--- config.mk ---
export PLATFORM = sky130hd
export DESIGN_NAME = flog_front_end
export DESIGN_NICKNAME = d
export VERILOG_FILES = /design/src/rtl/flog_front_end.sv
export SDC_FILE = /design/constraint.sdc
export NUM_CORES = 1
export LEC_CHECK = 0
export BUFFER_PORTS_ARGS = -buffer_cell sky130_fd_sc_hd__buf_2
export CORE_MARGIN = 5
export CORE_UTILIZATION = 25
export CTS_CLUSTER_SIZE = 16
export DETAILED_ROUTE_END_ITERATION = 8
export PLACE_DENSITY = 0.49
export SLEW_MARGIN = 15
export SYNTH_ARGS = -nofsm -noshare
export SYNTH_HDL_FRONTEND = slang
export SYNTH_SLANG_ARGS = --single-unit
--- constraint.sdc ---
create_clock -name clk -period 2.4 [get_ports clk]
set_clock_uncertainty 0.05 [all_clocks]
set_input_delay 0.48 -clock clk [delete_from_list [all_inputs] [get_ports clk]]
set_output_delay 0.48 -clock clk [all_outputs]
set_load 0.02 [all_outputs]
--- src/rtl/flog_front_end.sv ---
// flog_front_end: bfloat16 log2 input stage. Resolves IEEE special operands locally and hands the rest to the log core.
// Optional macro FLOG_TIMEOUT_EN adds a WAIT_CORE watchdog that returns qNaN with err_o set.
`default_nettype none

module flog_front_end #(
   parameter int EXP_WIDTH   = 8,
   parameter int FRACT_WIDTH = 7,
   parameter int BIAS        = 127,
   parameter int TIMEOUT     = 64
) (
   input  logic                   clk,
   input  logic                   rst,
   input  logic                   valid_i,
   output logic                   ready_o,
   input  logic [15:0]            op_i,
   output logic                   core_sign_o,
   output logic [EXP_WIDTH-1:0]   core_exp_o,
   output logic [FRACT_WIDTH-1:0] core_fract_o,
   output logic                   core_valid_o,
   input  logic                   core_s_i,
   input  logic [EXP_WIDTH-1:0]   core_e_i,
   input  logic [FRACT_WIDTH-1:0] core_f_i,
   input  logic                   core_valid_i,
   output logic [15:0]            res_o,
   output logic                   valid_o,
   input  logic                   ready_i,
   output logic                   special_o,
   output logic                   err_o
);

   typedef enum logic [1:0] {IDLE, ISSUE, WAIT_CORE, HOLD} state_t;

   localparam logic [EXP_WIDTH-1:0]   EXP_ONES  = {EXP_WIDTH{1'b1}};
   localparam logic [EXP_WIDTH-1:0]   EXP_ONE   = BIAS[EXP_WIDTH-1:0];
   localparam logic [FRACT_WIDTH-1:0] QUIET_BIT = {1'b1, {(FRACT_WIDTH-1){1'b0}}};
   localparam logic [15:0]            QNAN      = {1'b0, EXP_ONES, QUIET_BIT};
   localparam logic [15:0]            NEG_INF   = {1'b1, EXP_ONES, {FRACT_WIDTH{1'b0}}};
   localparam logic [15:0]            POS_INF   = {1'b0, EXP_ONES, {FRACT_WIDTH{1'b0}}};

   state_t                 state_q, state_d;
   logic [15:0]            res_q, res_d;
   logic                   special_q, special_d;
   logic                   err_q, err_d;
   logic                   csign_q, csign_d;
   logic [EXP_WIDTH-1:0]   cexp_q, cexp_d;
   logic [FRACT_WIDTH-1:0] cfract_q, cfract_d;

   logic                   op_sign;
   logic [EXP_WIDTH-1:0]   op_exp;
   logic [FRACT_WIDTH-1:0] op_fract;
   logic                   is_special;
   logic [15:0]            special_res;
   logic                   timeout;

   assign op_sign  = op_i[15];
   assign op_exp   = op_i[14 -: EXP_WIDTH];
   assign op_fract = op_i[FRACT_WIDTH-1:0];

   // Priority order matters: NaN beats sign, zero/denormal beats sign.
   always_comb begin
      is_special  = 1'b1;
      special_res = 16'h0000;
      if (op_exp == EXP_ONES && op_fract != '0)
         special_res = {1'b0, EXP_ONES, op_fract | QUIET_BIT};
      else if (op_exp == '0)
         special_res = NEG_INF;
      else if (op_sign)
         special_res = QNAN;
      else if (op_exp == EXP_ONES)
         special_res = POS_INF;
      else if (op_exp == EXP_ONE && op_fract == '0)
         special_res = 16'h0000;
      else
         is_special = 1'b0;
   end

`ifdef FLOG_TIMEOUT_EN
   localparam int CNT_W = (TIMEOUT > 1) ? $clog2(TIMEOUT) : 1;
   logic [CNT_W-1:0] cnt_q, cnt_d;

   // Held at zero outside WAIT_CORE so it is already clear on entry.
   always_comb begin
      cnt_d = '0;
      if (state_q == WAIT_CORE) cnt_d = cnt_q + 1'b1;
   end

   always_ff @(posedge clk or negedge rst) begin
      if (!rst) cnt_q <= '0;
      else      cnt_q <= cnt_d;
   end

   assign timeout = (cnt_q == CNT_W'(TIMEOUT - 1));
`else
   assign timeout = 1'b0;
`endif

   always_comb begin
      state_d   = state_q;
      res_d     = res_q;
      special_d = special_q;
      err_d     = err_q;
      csign_d   = csign_q;
      cexp_d    = cexp_q;
      cfract_d  = cfract_q;
      case (state_q)
         IDLE: begin
            if (valid_i) begin
               special_d = is_special;
               err_d     = 1'b0;
               if (is_special) begin
                  res_d   = special_res;
                  state_d = HOLD;
               end else begin
                  csign_d  = op_sign;
                  cexp_d   = op_exp;
                  cfract_d = op_fract;
                  state_d  = ISSUE;
               end
            end
         end
         ISSUE: state_d = WAIT_CORE;
         WAIT_CORE: begin
            // A core result in the expiry cycle wins over the watchdog.
            if (core_valid_i) begin
               res_d     = {core_s_i, core_e_i, core_f_i};
               special_d = 1'b0;
               err_d     = 1'b0;
               state_d   = HOLD;
            end else if (timeout) begin
               res_d     = QNAN;
               special_d = 1'b0;
               err_d     = 1'b1;
               state_d   = HOLD;
            end
         end
         HOLD: if (ready_i) state_d = IDLE;
         default: state_d = IDLE;
      endcase
   end

   always_ff @(posedge clk or negedge rst) begin
      if (!rst) begin
         state_q   <= IDLE;
         res_q     <= '0;
         special_q <= 1'b0;
         err_q     <= 1'b0;
         csign_q   <= 1'b0;
         cexp_q    <= '0;
         cfract_q  <= '0;
      end else begin
         state_q   <= state_d;
         res_q     <= res_d;
         special_q <= special_d;
         err_q     <= err_d;
         csign_q   <= csign_d;
         cexp_q    <= cexp_d;
         cfract_q  <= cfract_d;
      end
   end

   assign ready_o      = (state_q == IDLE) && rst;
   assign core_valid_o = (state_q == ISSUE);
   assign valid_o      = (state_q == HOLD);
   assign res_o        = res_q;
   assign special_o    = special_q;
   assign err_o        = err_q;
   assign core_sign_o  = csign_q;
   assign core_exp_o   = cexp_q;
   assign core_fract_o = cfract_q;

endmodule

`default_nettype wire
==> results.py <==
metrics = {
    "power": {
        "pwr_density_cell_mw_per_mm2": 1260,
        "total_leakage_power_nw": 1.22,
        "vdd_ir_drop_max_uv": 408,
    },
    "timing": {
        "max_slew_margin": 0.548,
        "final.period_utilization": 0.840,
        "final.setup.tns_ns": 0,
        "final_hold_vios": 0,
        "achievable-frequency_mhz": 496,
        "setup_viol": 0,
        "rsz_0062_raised_after_global_routing": "no",
        "count_of_final_max_slew_check_failures": 0,
        "timing.final.crit_period_ns": 2.02,
        "timing_worst_slew_pin_value_ns": 0.675,
    },
    "placement": {
        "port_buffers": 72,
        "sum_of_net_half_perimeters_after_detailed_placement_um": 3580,
        "globalplace.congestion": 0.767,
        "placed_cells": 317,
    },
    "clocking": {
        "clockRootBuffer": "clkbuf_8",
        "cts_setup_buffers": 0,
        "post_cts_resize_count": 0,
        "htree_num_levels": 2,
        "cts_tree": "yes",
        "max-clock-path-buffers": 2,
        "clk_transition_reported_paths_ns": 0.07,
        "insertion_delay_ns": 0.28,
        "cts_hold_buf": 0,
        "cts.sink_count": 35,
        "cts_bufs_inserted": 5,
    },
    "global_route": {
        "grt_overflow": 0,
        "pin_count_of_the_biggest_net_entering_global_routing": 36,
        "number_of_global_route_vias_before_repair": 1489,
        "antenna_found_initial": 0,
        "grt_first_pass_wirelength_um": 7300,
        "global_route.usage.total": 0.106,
    },
    "yosys": {
        "postSynthNetCount": 190,
        "portion_of_synthesized_cell_area_occupied_by_the_leading_cell_type": 0.491,
        "netlist.top_cell.by_area": "dfrtp_1",
        "synth_common_cells": "35 x dfrtp_1, 21 x mux2_2, 14 x inv_1",
        "synthArstFlopShare": 1.00,
        "synth_enable_flop_cells": 0,
        "synth_cell_types": 32,
        "yosys-top-cells-area": "dfrtp_1 49%, mux2_2 13%, mux2i_1 7.3%, ha_1 3.5%, a21oi_1 3.4%",
        "synthMostInstantiatedCell": "dfrtp_1",
        "synth.yosys.seq_area_share": 0.491,
        "dominantRegCellSynth": "dfrtp_1",
        "yosys_register_bits": 35,
        "syn-instance-count": 148,
        "mappedNetlistArea_sq_mm": 0.00178,
        "postSynthAreaPerCell_sq_um": 12.1,
        "synth-warning-count": 0,
    },
    "finish": {
        "stdcell_count": 325,
        "synthToLayoutAreaGrowth_pct": 33.9,
        "num_antenna_cells": 0,
        "fraction_of_layout_cells_with_a_size_suffix_above_1": 0.507,
        "final_nets": 270,
        "fillerInstances": 718,
    },
    "floorplanning": {
        "placementRows": 30,
        "die_h_um": 94.5,
        "io-pin-count": 74,
        "design.die.area_sq_mm": 0.00893,
        "dieWidth_um": 94.5,
        "core_area_sq_mm": 0.00687,
        "floorplan.initialDensity": 0.260,
    },
    "detailed_routing": {
        "drt_pre_antenna_iters": 3,
        "avg_wl_per_cell_um": 14.0,
        "routed_wirelength_um": 4540,
        "viasPerCell": 4.23,
        "routed-via-count": 1374,
        "drt-initial-drc-count": 21,
        "ant_nets": 0,
        "post-route-drc-count": 0,
    },
    "worst_setup_path": {
        "worstSetupEndpointType": "primary output",
        "reg2reg_setup_slack_ns": 0.40,
        "critPathKind": "flop to primary output",
        "setup.worst_path.start_class": "flop",
        "worst_ep_arrival_ns": 1.49,
        "critPathRequiredTime_ns": 1.87,
        "path_max_fanout": 6,
    },
    "run_status": {
        "status": "complete, no violations",
    },
    "worst_hold_path": {
        "min_path_type": "primary input to asynchronous set/reset pin",
    },
    "flow_run": {
        "drv.max_cap_violation_count": 0,
    },
}
cell type report:
cell class,count,area [sq um],share of cell area
clock buffer,8,100,0.0419
multi-input combinational,94,822,0.344
timing repair buffer,78,418,0.175
inverter,14,52.6,0.0220
tap,96,120,0.0503
sequential,35,876,0.367
path summary, 6_finish.rpt:
kind | from | to | depth (start not counted)
max in group asynchronous | rst | core_fract_o[5] | 2
worst max-delay path | state_q[0] | ready_o | 4
min in group clk | op_i[0] | core_fract_o[0] | 2
worst max register to register | state_q[1] | res_o[2] | 5
worst min register to register | core_sign_o | core_sign_o | 1
worst min-delay path | rst | res_o[10] | 2
sequential cells by signal, indices dropped and copies added (netlist names):
| name | flops |
|---|---|
| core_fract_o | 7 |
| core_sign_o | 1 |
| special_o | 1 |
| res_o | 16 |
| state_q | 2 |
| core_exp_o | 8 |
logic make-up after synthesis:
family                   synth area share
AND/OR/NAND/NOR                     0.123
other                             0.00210
flip-flops                          0.491
adder cells (fa/ha/maj)            0.0351
buffers and inverters              0.0484
AO/OA/AOI/OAI                      0.0786
multiplexers                        0.222
layout by cell type (no fill, tap or decap), drive strengths merged:
master / Yosys / routed
ha: 5 / 5
nor2b: 2 / 2
nand2: 8 / 8
nand3: 2 / 2
inv: 14 / 14
nand4: 2 / 2
nor4: 3 / 3
and4b: 1 / 1
nor2: 6 / 6
mux2i: 13 / 13
o22ai: 1 / 1
a22oi: 1 / 1
mux2: 23 / 23
a21oi: 13 / 13
conb: 1 / 1
nor3: 2 / 2
a32o: 1 / 1
clkbuf: 2 / 8
dfrtp: 35 / 35
o211ai: 1 / 1
o21ai: 4 / 4
and3: 2 / 2
a31oi: 1 / 1
buf: 3 / 78
and4: 1 / 1
and2: 1 / 1
per-layer routing:
metal | part of all wire | vias up | routed length, um | track usage
met5 | 0 | - | 0 | 0
met1 | 0.44 | 655 | 1990 | 0.133
li1 | - | 676 | - | -
met2 | 0.48 | 41 | 2180 | 0.173
met4 | 0.0042 | 0 | 19 | 0.0288
met3 | 0.075 | 2 | 342 | 0.0359
critical path, stage by stage (launching register included):
cell and delay (ns):
dfrtp_1 0.40, inv_1 0.12, ha_1 0.35, and2_1 0.18, buf_2 0.16
metrics by stage:
step | utilization | power, W | hold slack, ns | setup slack (ns) | instance area, sq um
after floorplan | - | 0.00210 | 0.134 | 0.519 | 1780
after global placement | 0.333 | 0.00258 | 0.433 | 0.228 | 2290
after detailed placement | 0.333 | 0.00259 | 0.436 | 0.224 | 2290
after CTS | 0.348 | 0.00308 | 0.228 | 0.348 | 2390
after global routing | 0.348 | 0.00325 | 0.260 | 0.271 | 2390
final | 0.348 | 0.00301 | 0.219 | 0.384 | 2390
where the power goes:
group	total, W	leakage, nW	internal, W	switching (W)
sequential	0.000975	0.431	0.000852	0.000123
combinational	0.00157	0.736	0.000664	0.000903
clock	0.000471	0.0515	0.000262	0.000209
total	0.00301	1.22	0.00178	0.00123
Power figures use the tool's default switching activity.
